`config.mk`:
```
export PLATFORM = sky130hd
export DESIGN_NAME = spi_bus_arbiter_flat
export DESIGN_NICKNAME = d
export VERILOG_FILES = /design/src/rtl/spi_bus_arbiter_if.sv /design/src/rtl/spi_bus_arbiter.sv /design/src/flat_wrapper.sv
export SDC_FILE = /design/constraint.sdc
export NUM_CORES = 1
export LEC_CHECK = 0
export ABC_AREA = 1
export CORE_AREA = 2 2 91 93
export CTS_BUF_LIST = sky130_fd_sc_hd__clkbuf_8
export DETAILED_ROUTE_END_ITERATION = 7
export DIE_AREA = 0 0 93 95
export SLEW_MARGIN = 10
export SYNTH_ARGS = -nofsm -noshare
export SYNTH_HDL_FRONTEND = slang
export SYNTH_SLANG_ARGS = --single-unit
```
`constraint.sdc`:
```
create_clock -name clk -period 2.7 [get_ports clk]
set_input_delay 0.27 -clock clk [delete_from_list [all_inputs] [get_ports clk]]
set_output_delay 0.27 -clock clk [all_outputs]
set_load 0.03 [all_outputs]
```
`src/rtl/spi_bus_arbiter_if.sv`:
```
// rtl/spi_bus_arbiter_if.sv - requester and spi_master signal bundle for spi_bus_arbiter
interface spi_bus_arbiter_if #(
    parameter int NUM_CLI = 2
);
    logic [NUM_CLI-1:0]   cli_lock;
    logic [NUM_CLI-1:0]   cli_req;
    logic [8*NUM_CLI-1:0] cli_tx;
    logic [NUM_CLI-1:0]   cli_gnt;
    logic [NUM_CLI-1:0]   cli_done;
    logic [7:0]           cli_rx;
    logic                 timeout;
    logic                 spi_req;
    logic [7:0]           spi_tx;
    logic [7:0]           spi_rx;
    logic                 spi_done;

    // Requesters and the byte-level spi_master, seen from outside the arbiter
    modport master (
        output cli_lock, cli_req, cli_tx, spi_rx, spi_done,
        input  cli_gnt, cli_done, cli_rx, timeout, spi_req, spi_tx
    );

    // The arbiter itself
    modport slave (
        input  cli_lock, cli_req, cli_tx, spi_rx, spi_done,
        output cli_gnt, cli_done, cli_rx, timeout, spi_req, spi_tx
    );
endinterface

```
`src/rtl/spi_bus_arbiter.sv`:
```
// rtl/spi_bus_arbiter.sv - round-robin transaction arbiter sharing one spi_master among requesters
module spi_bus_arbiter #(
    parameter int NUM_CLI = 2,
    parameter int GAP_CYC = 8,
    parameter int TIMEOUT = 65535
) (
    input  logic             clk,
    input  logic             rst_n,
    spi_bus_arbiter_if.slave bus
);
    localparam int IW = (NUM_CLI > 2) ? 2 : 1;

    typedef enum logic [1:0] {
        IDLE = 2'd0,
        OWN  = 2'd1,
        BUSY = 2'd2,
        GAP  = 2'd3
    } state_t;

    state_t               state;
    state_t               state_d;
    logic [IW-1:0]        owner;
    logic [IW-1:0]        owner_d;
    logic [IW-1:0]        ptr;
    logic [IW-1:0]        ptr_d;
    logic [NUM_CLI-1:0]   gnt;
    logic [NUM_CLI-1:0]   gnt_d;
    logic [NUM_CLI-1:0]   mask;
    logic [NUM_CLI-1:0]   mask_d;
    logic [NUM_CLI-1:0]   done;
    logic [NUM_CLI-1:0]   done_d;
    logic [15:0]          wdog;
    logic [15:0]          wdog_d;
    logic [7:0]           gap_cnt;
    logic [7:0]           gap_cnt_d;
    logic [7:0]           rx;
    logic [7:0]           rx_d;
    logic [7:0]           tx;
    logic [7:0]           tx_d;
    logic                 sreq;
    logic                 sreq_d;
    logic                 tmo;
    logic                 tmo_d;

    logic                 found;
    logic [IW-1:0]        pick;
    logic [IW-1:0]        cand;
    logic                 lock_g;
    logic                 req_g;
    logic [7:0]           tx_g;
    logic [IW-1:0]        next_ptr;

    // Current owner's view of the requester inputs
    assign lock_g   = bus.cli_lock[owner];
    assign req_g    = bus.cli_req[owner];
    assign tx_g     = bus.cli_tx[{owner, 3'b000} +: 8];
    assign next_ptr = IW'((int'(owner) + 1) % NUM_CLI);

    // Round-robin search over unmasked lock requests, starting at ptr
    always_comb begin
        found = 1'b0;
        pick  = '0;
        cand  = '0;
        for (int k = 0; k < NUM_CLI; k++) begin
            cand = IW'((int'(ptr) + k) % NUM_CLI);
            if (!found && bus.cli_lock[cand] && !mask[cand]) begin
                found = 1'b1;
                pick  = cand;
            end
        end
    end

    // Next-state logic and next values of all registered outputs
    always_comb begin
        state_d   = state;
        owner_d   = owner;
        ptr_d     = ptr;
        gnt_d     = gnt;
        mask_d    = mask & bus.cli_lock;
        done_d    = '0;
        rx_d      = rx;
        sreq_d    = 1'b0;
        tx_d      = tx;
        tmo_d     = 1'b0;
        wdog_d    = wdog;
        gap_cnt_d = gap_cnt;
        case (state)
            IDLE: begin
                if (found) begin
                    owner_d      = pick;
                    gnt_d        = '0;
                    gnt_d[pick]  = 1'b1;
                    wdog_d       = '0;
                    state_d      = OWN;
                end
            end
            OWN: begin
                if (!lock_g) begin
                    // Lock drop wins over a same-cycle byte request
                    gnt_d     = '0;
                    ptr_d     = next_ptr;
                    gap_cnt_d = '0;
                    state_d   = GAP;
                end else if (req_g) begin
                    tx_d    = tx_g;
                    sreq_d  = 1'b1;
                    wdog_d  = '0;
                    state_d = BUSY;
                end else if (wdog == 16'(TIMEOUT - 1)) begin
                    // Owner sat idle for TIMEOUT cycles: evict it until it drops lock
                    tmo_d         = 1'b1;
                    gnt_d         = '0;
                    mask_d[owner] = 1'b1;
                    ptr_d         = next_ptr;
                    gap_cnt_d     = '0;
                    state_d       = GAP;
                end else begin
                    wdog_d = wdog + 16'd1;
                end
            end
            BUSY: begin
                if (bus.spi_done) begin
                    // The in-flight byte is always delivered, even after lock drop
                    done_d[owner] = 1'b1;
                    rx_d          = bus.spi_rx;
                    wdog_d        = '0;
                    if (lock_g) begin
                        state_d = OWN;
                    end else begin
                        gnt_d     = '0;
                        ptr_d     = next_ptr;
                        gap_cnt_d = '0;
                        state_d   = GAP;
                    end
                end
            end
            GAP: begin
                if (gap_cnt == 8'(GAP_CYC - 1)) begin
                    state_d = IDLE;
                end else begin
                    gap_cnt_d = gap_cnt + 8'd1;
                end
            end
            default: begin
                state_d = IDLE;
            end
        endcase
    end

    // State and output registers with asynchronous active-low reset
    always_ff @(posedge clk or negedge rst_n) begin
        if (!rst_n) begin
            state   <= IDLE;
            owner   <= '0;
            ptr     <= '0;
            gnt     <= '0;
            mask    <= '0;
            done    <= '0;
            rx      <= '0;
            sreq    <= 1'b0;
            tx      <= '0;
            tmo     <= 1'b0;
            wdog    <= '0;
            gap_cnt <= '0;
        end else begin
            state   <= state_d;
            owner   <= owner_d;
            ptr     <= ptr_d;
            gnt     <= gnt_d;
            mask    <= mask_d;
            done    <= done_d;
            rx      <= rx_d;
            sreq    <= sreq_d;
            tx      <= tx_d;
            tmo     <= tmo_d;
            wdog    <= wdog_d;
            gap_cnt <= gap_cnt_d;
        end
    end

    assign bus.cli_gnt  = gnt;
    assign bus.cli_done = done;
    assign bus.cli_rx   = rx;
    assign bus.timeout  = tmo;
    assign bus.spi_req  = sreq;
    assign bus.spi_tx   = tx;

endmodule

```
`src/flat_wrapper.sv`:
```
// flat-port wrapper written by rule: the top's interface ports become plain ports
module spi_bus_arbiter_flat 
#(
    parameter int NUM_CLI = 2,
    parameter int GAP_CYC = 8,
    parameter int TIMEOUT = 65535
)
  (clk, rst_n, bus_cli_lock, bus_cli_req, bus_cli_tx, bus_spi_rx, bus_spi_done, bus_cli_gnt, bus_cli_done, bus_cli_rx, bus_timeout, bus_spi_req, bus_spi_tx);
  spi_bus_arbiter_if #(.NUM_CLI(NUM_CLI)) bus_i ();
  input  logic clk;
  input  logic rst_n;
  input wire logic [$bits(bus_i.cli_lock)-1:0] bus_cli_lock;
  input wire logic [$bits(bus_i.cli_req)-1:0] bus_cli_req;
  input wire logic [$bits(bus_i.cli_tx)-1:0] bus_cli_tx;
  input wire logic [$bits(bus_i.spi_rx)-1:0] bus_spi_rx;
  input wire logic [$bits(bus_i.spi_done)-1:0] bus_spi_done;
  output wire logic [$bits(bus_i.cli_gnt)-1:0] bus_cli_gnt;
  output wire logic [$bits(bus_i.cli_done)-1:0] bus_cli_done;
  output wire logic [$bits(bus_i.cli_rx)-1:0] bus_cli_rx;
  output wire logic [$bits(bus_i.timeout)-1:0] bus_timeout;
  output wire logic [$bits(bus_i.spi_req)-1:0] bus_spi_req;
  output wire logic [$bits(bus_i.spi_tx)-1:0] bus_spi_tx;
  assign bus_i.cli_lock = bus_cli_lock;
  assign bus_i.cli_req = bus_cli_req;
  assign bus_i.cli_tx = bus_cli_tx;
  assign bus_i.spi_rx = bus_spi_rx;
  assign bus_i.spi_done = bus_spi_done;
  assign bus_cli_gnt = bus_i.cli_gnt;
  assign bus_cli_done = bus_i.cli_done;
  assign bus_cli_rx = bus_i.cli_rx;
  assign bus_timeout = bus_i.timeout;
  assign bus_spi_req = bus_i.spi_req;
  assign bus_spi_tx = bus_i.spi_tx;
  spi_bus_arbiter #(.NUM_CLI(NUM_CLI), .GAP_CYC(GAP_CYC), .TIMEOUT(TIMEOUT)) u_core (.clk(clk), .rst_n(rst_n), .bus(bus_i));
endmodule
```
* Word-level counts from Yosys, hierarchy flattened
Cells that the tools add are included.
Word-level totals: output and inout bits 22, bits in registers 52, word-level logic and storage cells 127, bits of input ports 31
Operators by class: reduce and logical (&&, ||, !) cells 20, shift-type cells 1, $add $sub $neg 4, equality and inequality tests 15, bitwise operators 2, magnitude comparators 6, mux-type cells 67
Operator list (count):
- $mux W16 | 5
- $mux W8 | 6
- $pmux W16 S3 | 1
- $mux W2 | 19
- $mux W1 | 30
- $pmux W8 S3 | 1
- $add A16 B1 Y16 const B | 1
- $eq A16 B16 Y1 const B | 1
- $shiftx A16 B5 Y8 | 1
- $reduce_and A6 Y1 | 2
- $reduce_and A5 Y1 | 2
- $add A8 B1 Y8 const B | 1
- $eq A8 B3 Y1 const B | 1
- $lt A1 B2 Y1 const B | 4
- $pmux W2 S4 | 1
- $ne A2 B1 Y1 const B | 3
- $ne A2 B2 Y1 const B | 3
- $ne A3 B3 Y1 const B | 2
- $pmux W2 S3 | 1
- $reduce_bool A3 Y1 | 2
- $logic_and A1 B1 Y1 | 5
- $eq A2 B2 Y1 const B | 2
- $ne A4 B4 Y1 const B | 1
- $reduce_and A2 Y1 | 2
- 13 further kinds | 18

* Longest topological paths before layout
word-level depth 15, gate-level depth with buffers 13, gate-level depth less buffers 12

* Worst setup path before layout
Ideal clock, no wire load.
path kind reg-to-reg, start point register u_core.wdog[0], end point register u_core.wdog[12], setup time 117 ps, arrival 1409 ps, cell stages (with the launch flop) 13, path slack 1174 ps, clock period less this slack 1526 ps, buffers on the path 1, data required time 2583 ps, path through dfrtp_1 inv_1 ha_1 nand2_1 inv_1 nand2_1 nor2_1 nand3_2 nand2_2 nand2_2 buf_2 nand3_1 nand2_1
Between the ends: cells in the longest elaborated chain, start to end 5, elaborated cells on any way between the ends 8, those cells by class add/sub: 1; eq/ne: 2; mux: 4; reduce/logical: 1
Ends and longest elaborated chain:
- start, declared | RTL line spi_bus_arbiter.sv:32 | logic [15:0] wdog;
- start signal, assigned | RTL line spi_bus_arbiter.sv:176 | wdog <= wdog_d;
- $add A16 B1 Y16 | RTL line spi_bus_arbiter.sv:118 | wdog_d = wdog + 16'd1;
- $mux W16 | RTL line spi_bus_arbiter.sv:109 | end else if (wdog == 16'(TIMEOUT - 1)) begin
- $mux W16 | RTL line spi_bus_arbiter.sv:104 | end else if (req_g) begin
- $mux W16 | RTL line spi_bus_arbiter.sv:98 | if (!lock_g) begin
- $pmux W16 S3 | RTL line spi_bus_arbiter.sv:87 | case (state)
Several ways; a longest one is shown, not always the timed one. The select of a mux whose other input is x is not followed. A chain may end at the register's enable or synchronous reset.

* Final worst setup path
start point register u_core.state[1], end point register u_core.gap_cnt[3]
Between the ends: cells in the longest elaborated chain, start to end 3, elaborated cells on any way between the ends 11, those cells by class eq/ne: 8; mux: 1; reduce/logical: 2
Ends and longest elaborated chain:
- start, declared | RTL line spi_bus_arbiter.sv:20 | state_t state;
- start signal, assigned | RTL line spi_bus_arbiter.sv:166 | state <= state_d;
- $eq A2 B1 Y1 / $eq A2 B2 Y1 (equally long branches) | RTL line spi_bus_arbiter.sv:87
- $ne A3 B3 Y1 (no line) (tied with other cells)
- $reduce_and A6 Y1 (no line)
- end signal, assigned | RTL line spi_bus_arbiter.sv:177 | gap_cnt <= gap_cnt_d;
- end, declared | RTL line spi_bus_arbiter.sv:34 | logic [7:0] gap_cnt;
Several ways; a longest one is shown, not always the timed one.

==> results.txt <==
worst hold path class = in -> async
final antenna-violating net count = 0
Final Routed Wirelength = 6841 um
gp weighted congestion = 0.9011
max-capacitance violation count = 0
CTS H-tree lvls = 2
hold-fix buffers at CTS = 0
Row Count = 33
Avg Vias per Cell = 4.802
sequential fraction of the synthesis area = 0.4254
Clock Pin Slew Worst Setup and Hold Paths = 0.10 ns
family with the most delay on the worst path = simple AND/OR/NAND/NOR gates
origin of the critical flop-to-flop path = u_core.state[1]$_DFFE_PN0P_
die span in y = 95 um
most numerous cell in the Yosys netlist = sky130_fd_sc_hd__nand2_1
Boundary Pins = 53
highest fanout seen on the critical path = 16
IR Drop Worst-Case VDD = 0.0005314 V
total standard cell area after synthesis = 3059 um^2
number of global-route vias before repair = 2548
hold slack final = 0.07146 ns
Slew Viols, Final = 0
crit path from = u_core.state[1]$_DFFE_PN0P_
critical path depth = 8
slowest stage cell on the critical path = sky130_fd_sc_hd__dfrtp_1
Critical Path Sink Type = register
share of synthesized flip-flops with an asynchronous set or reset = 1.000
final-report hold violation count = 0
ordered cell list for the critical path = inv_1 > ha_1 > inv_1 > nor2_4 > nand2_2 > nand2_4 > nand2_1 > o21ai_2
buffer type at the clock tree root = sky130_fd_sc_hd__clkbuf_8
first-pass iteration count of the detailed router = 5
arrival time of data at the critical path endpoint = 2.14 ns
largest area contributor in the synthesized netlist = sky130_fd_sc_hd__dfrtp_1
initial standard-cell utilization of the core = 0.3859
Final setup violation count = 0
final worst path period need = 1.907 ns
Sum Neg Setup Slack = 0 ns
x dimension of the die = 93 um
startpoint class of the critical path = register
unrepaired setup endpoints after global routing = no
area delta synth->final = 22.49%
# Post-CTS Setup Buffers = 0
Slew @ Worst Pin = 0.6454 ns
setup slack of the worst register-to-register path = 0.79 ns
number of clock sinks = 52
number of buffers inserted during clock tree synthesis = 5
Net Count, Synth = 448
ratio of final minimum period to clock period = 0.7062
Worst Path Class, Setup = reg -> reg
Fmax = 0.5244 GHz
count of unresolved DRC violations after routing = 0
leftover overflow at the end of global routing = 0
run status = finished, final reports clean
average size of a mapped cell = 7.480 um^2
leading post-synthesis cells by instance count = sky130_fd_sc_hd__nand2_1, sky130_fd_sc_hd__dfrtp_1, sky130_fd_sc_hd__nand3_1, sky130_fd_sc_hd__nor2_1, sky130_fd_sc_hd__inv_1
number of storage elements in the synthesis netlist = 52
initial antenna violation count = 0
maximum number of pins on one net before global-route repair = 53
worst reg2reg endpoint = u_core.gap_cnt[3]$_DFFE_PN0P_
Max clock buf depth = 2
Yosys Warn Count = 0
Buffers & Inverters on Critical Path = 2
antenna fix cells = 0
gr usage total = 0.1664
Worst Reg2Reg Path Length in Cells = 8
Critical Path End = u_core.gap_cnt[3]$_DFFE_PN0P_
number of enable-type register cells in the synthesized netlist = 0
routed vias = 2718
fill count = 803
wire per inst = 12.09 um
Worst path max stage delay = 0.45 ns
count of distinct cell types in the synthesized netlist = 31
Port Buffers = 52
placeable core region = 7928 um^2
fraction of final layout cells sized beyond drive strength 1 = 0.08894
max-slew headroom at the worst pin = 0.5697
leakage power of the design = 1.740 nW
number of nets in the layout = 499
Post-Syn Instances = 409
cell repeated most along the worst path = sky130_fd_sc_hd__inv_1
HPWL after DPL = 5148 um
cell types occupying the most area after synthesis = sky130_fd_sc_hd__dfrtp_1, sky130_fd_sc_hd__nand2_1, sky130_fd_sc_hd__nand3_1
clock insertion delay at the later pin of the skew report = 0.31 ns
fraction of post-synthesis cell area in the top cell type by area = 0.4254
Post-CTS Resized = 0
first-pass GRT wire length = 11820 um
full die area = 8835 um^2
Layout Skew = 0.004051 ns
ys flop type = sky130_fd_sc_hd__dfrtp_1
required time of the worst setup path = 2.94 ns
TritonCTS clock tree = done
First DRT Iteration DRCs = 178
areal power density over the cells = 850.9 nW/um^2
state kept, by name, indices dropped and copies added (netlist names):
signal               flops
u_core.wdog             16
u_core.bus.cli_rx        8
u_core.bus.spi_tx        8
u_core.gap_cnt           8
u_core.bus.cli_done      2
u_core.bus.cli_gnt       2
u_core.mask              2
u_core.state             2
u_core.bus.spi_req       1
u_core.bus.timeout       1
u_core.owner             1
u_core.ptr               1
through the flow:
step	instance area [um^2]	std cells	setup WS, ns	power (mW)	util
floorplan	3059	409	1.174	2.258	-
global placement	3652	558	0.7270	2.731	0.4607
detailed placement	3652	558	0.6526	2.743	0.4607
CTS	3747	566	0.7742	3.230	0.4727
global route	3747	566	0.5593	3.433	0.4727
finish	3747	566	0.7931	3.189	0.4727
power by group:
part	switching (mW)	total [mW]	leakage [nW]	internal, mW
registers	0.137	1.11	0.677	0.970
clock network	0.277	0.469	0.0491	0.191
logic	1.03	1.61	1.01	0.579
total	1.45	3.19	1.74	1.74
worst min-delay path by stage:
stage / startpoint / to / cells past startpoint
floorplan: rst_n / u_core.bus.cli_done[0]$_DFF_PN0_ / 0
global placement: rst_n / u_core.wdog[6]$_DFFE_PN0P_ / 2
detailed placement: rst_n / u_core.wdog[14]$_DFFE_PN0P_ / 2
CTS: rst_n / u_core.bus.cli_rx[5]$_DFFE_PN0P_ / 2
global route: rst_n / u_core.bus.cli_rx[5]$_DFFE_PN0P_ / 2
finish: rst_n / u_core.wdog[14]$_DFFE_PN0P_ / 2
logic make-up (layout without fill, tap and decap cells):
family / count (synthesis) / in the layout / synth area share
flops: 52 / 52 / 0.4254
mux: 8 / 8 / 0.02945
compound gates: 40 / 40 / 0.08385
simple gates: 246 / 246 / 0.3476
xor+xnor: 2 / 2 / 0.005727
buf+inv: 53 / 105 / 0.07526
fa+ha+maj: 8 / 8 / 0.03272
metal layers:
layer / global-route usage / vias to the layer above / wire (um)
li1: - / 1405 / -
met1: 0.2219 / 1240 / 3256
met2: 0.2681 / 69 / 3082
met3: 0.04549 / 4 / 447
met4: 0.04412 / 0 / 55
met5: 0 / - / 0
placed cells by master (no fill, tap or decap), types with 5 or more instances in the layout:
cell	instances
sky130_fd_sc_hd__clkbuf_8	5
sky130_fd_sc_hd__nand3_1	43
sky130_fd_sc_hd__nand4_1	7
sky130_fd_sc_hd__dfrtp_1	52
sky130_fd_sc_hd__o21ai_0	14
sky130_fd_sc_hd__nor3_1	6
sky130_fd_sc_hd__mux2_2	8
sky130_fd_sc_hd__inv_1	41
sky130_fd_sc_hd__clkdlybuf4s50_1	51
sky130_fd_sc_hd__o21ai_2	9
sky130_fd_sc_hd__nand2_1	133
sky130_fd_sc_hd__a31oi_1	8
sky130_fd_sc_hd__nor2_1	43
sky130_fd_sc_hd__ha_1	8
cell type report:
type | instances | area, um^2 | share of cell area
clock buffers | 5 | 68.82 | 0.01836
multi-input cells | 304 | 1528 | 0.4077
flip-flops and latches | 52 | 1301 | 0.3472
repair buffers | 54 | 530.5 | 0.1416
inverters | 43 | 161.4 | 0.04307
well taps | 105 | 131.4 | 0.03506
clock inverters | 3 | 26.28 | 0.007012
(Power assumes the default switching activity.)
